<file path="src/rtl/picorv_pcpi_divx.sv">
// PCPI divide/remainder coprocessor: DIV/DIVU/REM/REMU plus RV64 word forms.
// Restoring shift-subtract divider retiring STEPS quotient bits per RUN cycle.
module picorv_pcpi_divx #(
  parameter int XLEN     = 64,
  parameter int STEPS    = 1,
  parameter int ENABLE_W = 1
) (
  input  logic            clk,
  input  logic            resetn,
  input  logic            pcpi_valid,
  input  logic [31:0]     pcpi_insn,
  input  logic [XLEN-1:0] pcpi_rs1,
  input  logic [XLEN-1:0] pcpi_rs2,
  output logic            pcpi_wr,
  output logic [XLEN-1:0] pcpi_rd,
  output logic            pcpi_wait,
  output logic            pcpi_ready
);

  localparam int DW = 2*XLEN-1;
  localparam int CW = $clog2(XLEN/STEPS+1);

  typedef enum logic [1:0] {S_IDLE, S_RUN, S_DONE} state_t;

  function automatic logic [XLEN-1:0] sext32(input logic [XLEN-1:0] v);
    logic signed [31:0] lo;
    lo = v[31:0];
    return XLEN'(lo);
  endfunction

  function automatic logic [XLEN-1:0] apply_sign(input logic [XLEN-1:0] v, input logic neg);
    return neg ? -v : v;
  endfunction

  state_t          state_q, state_d;
  logic            is_rem_q, is_rem_d, word_q, word_d, neg_q, neg_d;
  logic [CW-1:0]   cnt_q, cnt_d;
  logic [XLEN:0]   rem_q, rem_d;
  logic [DW-1:0]   div_q, div_d;
  logic [XLEN-1:0] quot_q, quot_d;
  logic            wr_q, wr_d, ready_q, ready_d;
  logic [XLEN-1:0] rd_q, rd_d;

  logic            md_op, dec_full, dec_word, dec_hit, w32, is_signed, is_rem;
  logic            neg_a, neg_b, b_zero, a_min, b_m1, ovf;
  logic [XLEN-1:0] op_a, op_b, abs_a, abs_b;
  logic            unused_insn;

  assign md_op     = (pcpi_insn[31:25] == 7'b0000001) && pcpi_insn[14];
  assign dec_full  = md_op && (pcpi_insn[6:0] == 7'b0110011);
  assign dec_word  = (XLEN == 64) && (ENABLE_W != 0) && md_op && (pcpi_insn[6:0] == 7'b0111011);
  assign dec_hit   = dec_full || dec_word;
  assign w32       = dec_word || (XLEN == 32);
  assign is_signed = !pcpi_insn[12];
  assign is_rem    = pcpi_insn[13];
  assign unused_insn = ^{pcpi_insn[24:15], pcpi_insn[11:7]};

  // Word ops divide only the low halves; unsigned word operands are zero-extended
  always_comb begin
    op_a = pcpi_rs1;
    op_b = pcpi_rs2;
    if (dec_word) begin
      op_a = is_signed ? sext32(pcpi_rs1) : XLEN'(pcpi_rs1[31:0]);
      op_b = is_signed ? sext32(pcpi_rs2) : XLEN'(pcpi_rs2[31:0]);
    end
  end

  assign neg_a  = is_signed && (w32 ? pcpi_rs1[31] : pcpi_rs1[XLEN-1]);
  assign neg_b  = is_signed && (w32 ? pcpi_rs2[31] : pcpi_rs2[XLEN-1]);
  assign abs_a  = neg_a ? -op_a : op_a;
  assign abs_b  = neg_b ? -op_b : op_b;
  assign b_zero = w32 ? (pcpi_rs2[31:0] == 32'd0) : (pcpi_rs2 == '0);
  assign a_min  = w32 ? (pcpi_rs1[31:0] == 32'h8000_0000)
                      : (pcpi_rs1 == {1'b1, {(XLEN-1){1'b0}}});
  assign b_m1   = w32 ? (&pcpi_rs2[31:0]) : (&pcpi_rs2);
  assign ovf    = is_signed && a_min && b_m1;

  always_comb begin
    logic [XLEN:0]   r;
    logic [DW-1:0]   d;
    logic [XLEN-1:0] q;
    logic [XLEN-1:0] res;
    logic            ge;
    state_d  = state_q;
    is_rem_d = is_rem_q;
    word_d   = word_q;
    neg_d    = neg_q;
    cnt_d    = cnt_q;
    rem_d    = rem_q;
    div_d    = div_q;
    quot_d   = quot_q;
    wr_d     = 1'b0;
    ready_d  = 1'b0;
    rd_d     = '0;
    res      = '0;
    ge       = 1'b0;
    r        = rem_q;
    d        = div_q;
    q        = quot_q;
    for (int s = 0; s < STEPS; s++) begin
      ge = (d <= DW'(r));
      if (ge) r = r - d[XLEN:0];
      q = {q[XLEN-2:0], ge};
      d = d >> 1;
    end
    case (state_q)
      S_IDLE: begin
        if (pcpi_valid && !pcpi_ready && dec_hit) begin
          is_rem_d = is_rem;
          word_d   = dec_word;
          neg_d    = is_signed && (is_rem ? neg_a : (neg_a ^ neg_b));
          // Special cases preload the final unsigned result and skip RUN
          if (b_zero) begin
            quot_d  = '1;
            rem_d   = {1'b0, pcpi_rs1};
            neg_d   = 1'b0;
            state_d = S_DONE;
          end else if (ovf) begin
            quot_d  = pcpi_rs1;
            rem_d   = '0;
            neg_d   = 1'b0;
            state_d = S_DONE;
          end else begin
            quot_d  = '0;
            rem_d   = {1'b0, abs_a};
            div_d   = w32 ? (DW'(abs_b) << 31) : (DW'(abs_b) << (XLEN-1));
            cnt_d   = w32 ? CW'(32/STEPS) : CW'(XLEN/STEPS);
            state_d = S_RUN;
          end
        end
      end
      S_RUN: begin
        if (!pcpi_valid) begin
          state_d = S_IDLE;
        end else begin
          rem_d  = r;
          div_d  = d;
          quot_d = q;
          cnt_d  = cnt_q - CW'(1);
          if (cnt_q == CW'(1)) state_d = S_DONE;
        end
      end
      S_DONE: begin
        res = apply_sign(is_rem_q ? rem_q[XLEN-1:0] : quot_q, neg_q);
        if (word_q) res = sext32(res);
        rd_d    = res;
        wr_d    = 1'b1;
        ready_d = 1'b1;
        state_d = S_IDLE;
      end
      default: state_d = S_IDLE;
    endcase
  end

  always_ff @(posedge clk) begin
    if (!resetn) begin
      state_q <= S_IDLE;
      wr_q    <= 1'b0;
      ready_q <= 1'b0;
      rd_q    <= '0;
    end else begin
      state_q <= state_d;
      wr_q    <= wr_d;
      ready_q <= ready_d;
      rd_q    <= rd_d;
    end
  end

  always_ff @(posedge clk) begin
    is_rem_q <= is_rem_d;
    word_q   <= word_d;
    neg_q    <= neg_d;
    cnt_q    <= cnt_d;
    rem_q    <= rem_d;
    div_q    <= div_d;
    quot_q   <= quot_d;
  end

  assign pcpi_wait  = (state_q != S_IDLE);
  assign pcpi_wr    = wr_q;
  assign pcpi_ready = ready_q;
  assign pcpi_rd    = rd_q;

endmodule

</file>
<file path="config.mk">
export PLATFORM = sky130hd
export DESIGN_NAME = picorv_pcpi_divx
export DESIGN_NICKNAME = d
export VERILOG_FILES = /design/src/rtl/picorv_pcpi_divx.sv
export SDC_FILE = /design/constraint.sdc
export NUM_CORES = 1
export LEC_CHECK = 0
export BUFFER_PORTS_ARGS = -buffer_cell sky130_fd_sc_hd__buf_2
export CAP_MARGIN = 20
export CORE_MARGIN = 2
export CORE_UTILIZATION = 41
export CTS_CLUSTER_SIZE = 16
export DETAILED_ROUTE_END_ITERATION = 16
export GPL_ROUTABILITY_DRIVEN = 0
export PLACE_DENSITY = 0.69
export SLEW_MARGIN = 20
export SYNTH_ARGS = -nofsm -noshare
export SYNTH_HDL_FRONTEND = slang
export SYNTH_SLANG_ARGS = --single-unit
</file>
<file path="constraint.sdc">
create_clock -name clk -period 11.9 [get_ports clk]
set_input_delay 1.19 -clock clk [delete_from_list [all_inputs] [get_ports clk]]
set_output_delay 1.19 -clock clk [all_outputs]
set_load 0.02 [all_outputs]
</file>
==> qor.yml, run 1 <==
syn_avg_cell_area_um2: 8.646
clock_latency_ns: 0.57
utilization_pct: 46.52
synthDominantCellAreaShare_pct: 32.69
hold_depth: 2
cpMostUsedCell: "buf_4"
vias: 22150
whs_endpoint: "quot_q[62]"
finClkSkew_ns: 0.01823
drt_iter0_markers: 2574
cts_resized: 0
ir_drop_mv: 0.09020
die-width_um: 248.1
setup_violations: 0
drtPass1Iterations: 9
hp-start: "quot_q[61]"
clock_sinks: 333
grt_pass1_wl_mm: 118.0
hpwl_mm: 59.65
synthTopCellsByArea: "edfxtp_1 (33%), ha_1 (6.9%), dfxtp_1 (5.5%), o21ai_0 (5.3%), a21oi_1 (4.9%)"
syn_area_um2: 24430
synth_ff_type: "edfxtp_1"
slowest_delay_ns: 0.69
die_area_um2: 61560
drive_above_1_share_pct: 12.44
cp_max_fo: 52
clk_pin_slew_ns: 0.06
area_delta_synth_final_pct: 12.38
period_needed_ns: 5.579
drt_wl_total_mm: 78.93
placementRows: 89
reg2reg_depth: 14
numCtsBuffers: 38
antenna_found_initial: 25
dieHeight_um: 248.1
cts_tree: "yes"
grt_max_degree: 90
clock_tree.buffer_depth: 3
ios: 230
grt_setup_unrepaired: "no"
hold_violations: 0
cp-start-kind: "input pin"
path_cells: "buf_2 -> or4_1 -> nor4_2 -> nand2_1 -> buf_4 -> inv_2 -> buf_4 -> o41ai_1 -> and4b_2 -> buf_4 -> or2_2 -> a21oi_4 -> buf_4"
timing.rr.end: "rem_q[40]"
finalNetCount: 3244
r2r_start: "rem_q[1]"
startpoint: "pcpi_insn[28]"
first_global_vias: 20420
min_period_over_period_pct: 46.88
yosys_warnings: 0
wl_per_cell_um: 20.97
final.setup.tns_ns: 0
synth_nets: 3125
tightestPinTransition_ns: 1.047
drv_cap: 0
initial_core_util_pct: 41.40
ys_seq_area_share_pct: 38.18
cp.arrival_ns: 5.77
synth_edf_count: 266
rrSetupSlack_ns: 6.88
cts_root_buf: "clkbuf_16"
core_area_um2: 59020
antenna_violating_nets_post_route: 0
ys_top_cells_by_count: "edfxtp_1 (266), nand2_1 (266), o21ai_0 (260)"
crit_buf_inv: 6
end_kind: "flop"
required_ns: 12.09
status: "finished, final reports clean"
grtUsageTotal_pct: 24.74
yosys_register_bits: 333
routed_via_density: 5.884
leakagePower_uw: 0.01084
grt_overflow: 0
drc_errors: 0
synth_cells: 2826
io_buffers: 214
maxSlewViolCount: 0
max_freq_mhz: 179.2
path_class: "in2reg"
pwr_density_cell_nw_per_um2: 97.11
hp-class: "reg2reg"
critPathTopFamily: "buffers and inverters"
yosysUniqueCellTypes: 81
max-slew-margin-rel_pct: 29.58
ys_async_sr_fraction_pct: 0
cts_setup_buffers: 0
crit_slowest_cell: "buf_4"
synth_top_cell_by_area: "edfxtp_1"
ctsHoldBuffers: 0
htreeDepth: 2
[worst max-delay path by stage]
| stage | slack, ns | end | cells past startpoint |
|---|---|---|---|
| after floorplan | 1.64 | cnt_q[0] | 9 |
| after global placement | 5.50 | div_q[86] | 13 |
| after detailed placement | 5.49 | div_q[54] | 13 |
| after CTS | 6.08 | div_q[47] | 13 |
| after global routing | 6.20 | div_q[96] | 13 |
| final | 6.32 | div_q[47] | 13 |
[cell families after synthesis]
group,share of synthesized area (%)
flip-flops,38.18
buffers and inverters,5.295
XOR/XNOR,8.137
AND/OR/NAND/NOR,17.41
adder cells (fa/ha/maj),6.995
multiplexers,2.944
AO/OA/AOI/OAI,21.04
[registers in the layout (all words and copies together) (netlist names)]
signal and count:
neg_q 1, rem_q 65, state_q 2, pcpi_rd 64
cnt_q 7, is_rem_q 1, div_q 127, word_q 1
pcpi_ready 1, quot_q 64
[stage by stage]
step / total power [µW] / cell area, µm² / setup slack [ns] / cells / hold slack (ns)
detailed placement: 1455 / 26070 / 5.494 / 3676 / 0.5383
global placement: 1452 / 26070 / 5.497 / 3676 / 0.5308
global route: 2743 / 27450 / 6.202 / 3762 / 0.5657
finish: 2666 / 27460 / 6.321 / 3764 / 0.5485
CTS: 2678 / 27370 / 6.081 / 3746 / 0.5496
floorplan: 1375 / 24430 / 1.641 / 2826 / 0.5128
[tightest hold or removal path, delay by kind of cell (launching register included)]
family | cells | cell delay [ns]
DFF | 1 | 0.34
AOI/OAI and AO/OA | 1 | 0.06
and+or+nand+nor | 1 | 0.05
[routing by layer]
| layer | wire length (µm) | vias up | part of all wire, % | track usage, % |
|---|---|---|---|---|
| li1 | - | 10480 | - | - |
| met1 | 32650 | 10390 | 41 | 33.20 |
| met2 | 34670 | 1040 | 44 | 38.85 |
| met3 | 8233 | 223 | 10 | 5.721 |
| met4 | 3258 | 18 | 4.1 | 9.174 |
| met5 | 113 | - | 0.14 | 0 |
[layout by cell type (no fill, tap or decap), types with 13 or more instances in the layout]
cell type / n
a211oi_1: 20
a21o_1: 79
a21oi_1: 237
a31oi_1: 25
and3_1: 32
buf_2: 214
buf_4: 26
clkbuf_16: 44
dfxtp_1: 67
diode_2: 16
edfxtp_1: 266
ha_1: 135
inv_1: 168
mux2i_1: 57
nand2_1: 266
nand2b_1: 33
nand3_1: 29
nand4_1: 39
nor2_1: 214
nor2b_1: 15
nor3_1: 82
nor4_1: 47
o211ai_1: 14
o21a_1: 13
o21ai_0: 259
o21ai_1: 15
o21bai_1: 24
o22ai_1: 53
o31ai_1: 37
o41ai_1: 14
or2_2: 18
or3_1: 29
or4_1: 15
xnor2_1: 135
xor2_1: 92
[layout make-up]
class	count	area, µm²
Antenna cell	16	40.04
Clock buffer	53	1166
Clock inverter	17	138.9
Fill cell	5775	31560
Inverter	170	638.1
Multi-Input combinational cell	2160	13870
Sequential cell	333	9329
Tap cell	773	967.2
Timing Repair Buffer	242	1309
[power breakdown]
part           internal [µW]  switching, µW
logic                   71.8            111
clock network            730            500
registers               1250         0.0285
(Power assumes the default switching activity.)
==> inputs of run 2 (changes only) <==
PLACE_DENSITY = 0.71   (was 0.69)
clock period = 5.1 ns   (was 11.9 ns; I/O delays follow)
==> qor.yml, run 2 (same netlist as run 1, synthesis figures left out) <==
finalNetCount: 3261  # +0.52%
max-slew-margin-rel_pct: 26.26  # -3.3 points
wl_per_cell_um: 20.67  # -1.4%
top_register: "div_q"
largest_reg_flops: 127  # unchanged
busiest_layer: "met2"
drc_errors: 0  # unchanged
cts_setup_buffers: 0  # unchanged
cp.arrival_ns: 4.52  # -1.25 ns
min_period_over_period_pct: 84.78
grtUsageMet2_pct: 38.25  # -0.60 points
drt_iter0_markers: 2556  # -0.70%
grt_setup_unrepaired: "no"
ir_drop_mv: 0.1777  # +97%
io_buffers: 214  # unchanged
crit_buf_inv: 2  # -4
grtUsageTotal_pct: 24.74  # about the same
finClkSkew_ns: 0.01896  # +0.0007309 ns
die_area_um2: 61560  # unchanged
multiInputGateArea_um2: 13860  # about the same
tightestPinTransition_ns: 1.099  # +0.05209 ns
reg2reg_depth: 13  # -1
antenna_violating_nets_post_route: 0  # unchanged
timing.rr.end: "rem_q[45]"
path_cells: "inv_1 -> ha_1 -> a21o_1 -> a21o_1 -> a21oi_1 -> o21ai_0 -> a31o_2 -> o311a_1 -> o31ai_1 -> and3_1 -> o21ai_0 -> a21oi_4 -> buf_4"
clk_pin_slew_ns: 0.06  # about the same
vias: 22220  # +0.33%
hpwl_mm: 59.56  # -0.15%
layout_common_cells: "nand2_1 (266), edfxtp_1 (266), o21ai_0 (260)"
clock_sinks: 333  # unchanged
path_class: "reg2reg"
cts_tree: "yes"
maxSlewViolCount: 0  # unchanged
rrSetupSlack_ns: 0.78  # -6.10 ns
first_global_vias: 20660  # +1.2%
leakagePower_uw: 0.01089  # +0.55%
end_kind: "flop"
core_area_um2: 59020  # unchanged
ios: 230  # unchanged
placementRows: 89  # unchanged
grtUsageMet3_pct: 6.378  # +0.66 points
drtPass1Iterations: 9  # unchanged
drt_wl_total_mm: 78.10  # -1.1%
slowest_delay_ns: 0.60  # -0.09 ns
period_needed_ns: 4.324
hp-start: "pcpi_insn[13]"
cts_resized: 0  # unchanged
grt_pass1_wl_mm: 118.5  # +0.43%
cp-start-kind: "flop"
dp_slack_ns: 0.7503  # -4.744 ns
hold_violations: 0  # unchanged
drv_cap: 0  # unchanged
routed_via_density: 5.881  # about the same
clock_tree.buffer_depth: 3  # unchanged
dieHeight_um: 248.1  # unchanged
status: "finished, final reports clean"
setup_violations: 0  # unchanged
hp-class: "in2reg"
reg_top3: "div_q (127), rem_q (65)"
cts_root_buf: "clkbuf_16"
r2r_start: "rem_q[12]"
final.setup.tns_ns: 0  # unchanged
grt_max_degree: 124  # +38%
crit_slowest_cell: "buf_4"
antenna_found_initial: 25  # unchanged
use_met1_pct: 32.64  # -0.55 points
cp_max_fo: 48  # -7.7%
die-width_um: 248.1  # unchanged
clock_latency_ns: 0.57  # about the same
startpoint: "rem_q[12]"
area_delta_synth_final_pct: 12.83
required_ns: 5.29  # -6.80 ns
critPathTopFamily: "compound AO/OA/AOI/OAI gates"
worst_slack_ns: 0.7764  # -5.545 ns
numCtsBuffers: 38  # unchanged
whs_endpoint: "is_rem_q"
register_area_um2: 9329  # unchanged
whs_ns: 0.1760  # -0.3725 ns
initial_core_util_pct: 41.40  # unchanged
grt_overflow: 0  # unchanged
hold_depth: 1  # -1
max_freq_mhz: 231.3
fillers: 5753  # -0.38%
pwr_density_cell_nw_per_um2: 222.7  # +130%
htreeDepth: 2  # unchanged
ctsHoldBuffers: 0  # unchanged
drive_above_1_share_pct: 12.97  # +0.54 points
run 2: cell types whose count changed in the layout (fill, tap and decap cells not counted), moves of 2 or more:
cell	delta
buf_4	+14
clkbuf_4	-3
clkinvlp_4	+5
clkinv_1	-2
clkbuf_16	-3
diode_2	-2
clkinv_4	+2
buf_12	+3
run 2: power breakdown:
part / switching (µW) / internal, µW
logic: 257 / 169
clock network: 1170 / 1620
registers: 0.0695 / 2920
total: 1430 / 4710
run 2: layout make-up:
type | instances | share of cell area [%]
Clock buffer | 48 | 3.930
Multi-Input combinational cell | 2160 | 50.29
Inverter | 170 | 2.315
Antenna cell | 14 | 0.1271
Timing Repair Buffer | 259 | 5.333
Clock inverter | 21 | 0.6581
Sequential cell | 333 | 33.84
Tap cell | 773 | 3.508
run 2: worst max path at each step:
stage          slack (ns)          end  depth (start not counted)
2_1_floorplan       0.003     cnt_q[0]                          9
3_3_place_gp         0.81     rem_q[5]                         12
3_5_place_dp         0.75     rem_q[5]                         12
4_1_cts              0.81  pcpi_rd[63]                         11
5_1_grt              0.35  pcpi_rd[47]                         11
6_report             0.78    rem_q[45]                         13
run 2: routing by layer:
layer | vias up | routed length (µm) | part of all wire [%]
met1 | 10420 | 32560 | 42
met2 | 1032 | 33690 | 43
met5 | - | 185 | 0.24
li1 | 10500 | - | -
met3 | 239 | 8069 | 10
met4 | 30 | 3594 | 4.6
run 2: per-stage QoR:
stage	power, µW	cell area (µm²)	std cells	util, %
after CTS	6165	27500	3763	46.60
final	6138	27570	3778	46.71
after detailed placement	3395	26240	3694	44.45
after floorplan	3209	24450	2826	-
after global routing	6300	27540	3768	46.67
after global placement	3389	26240	3694	44.45
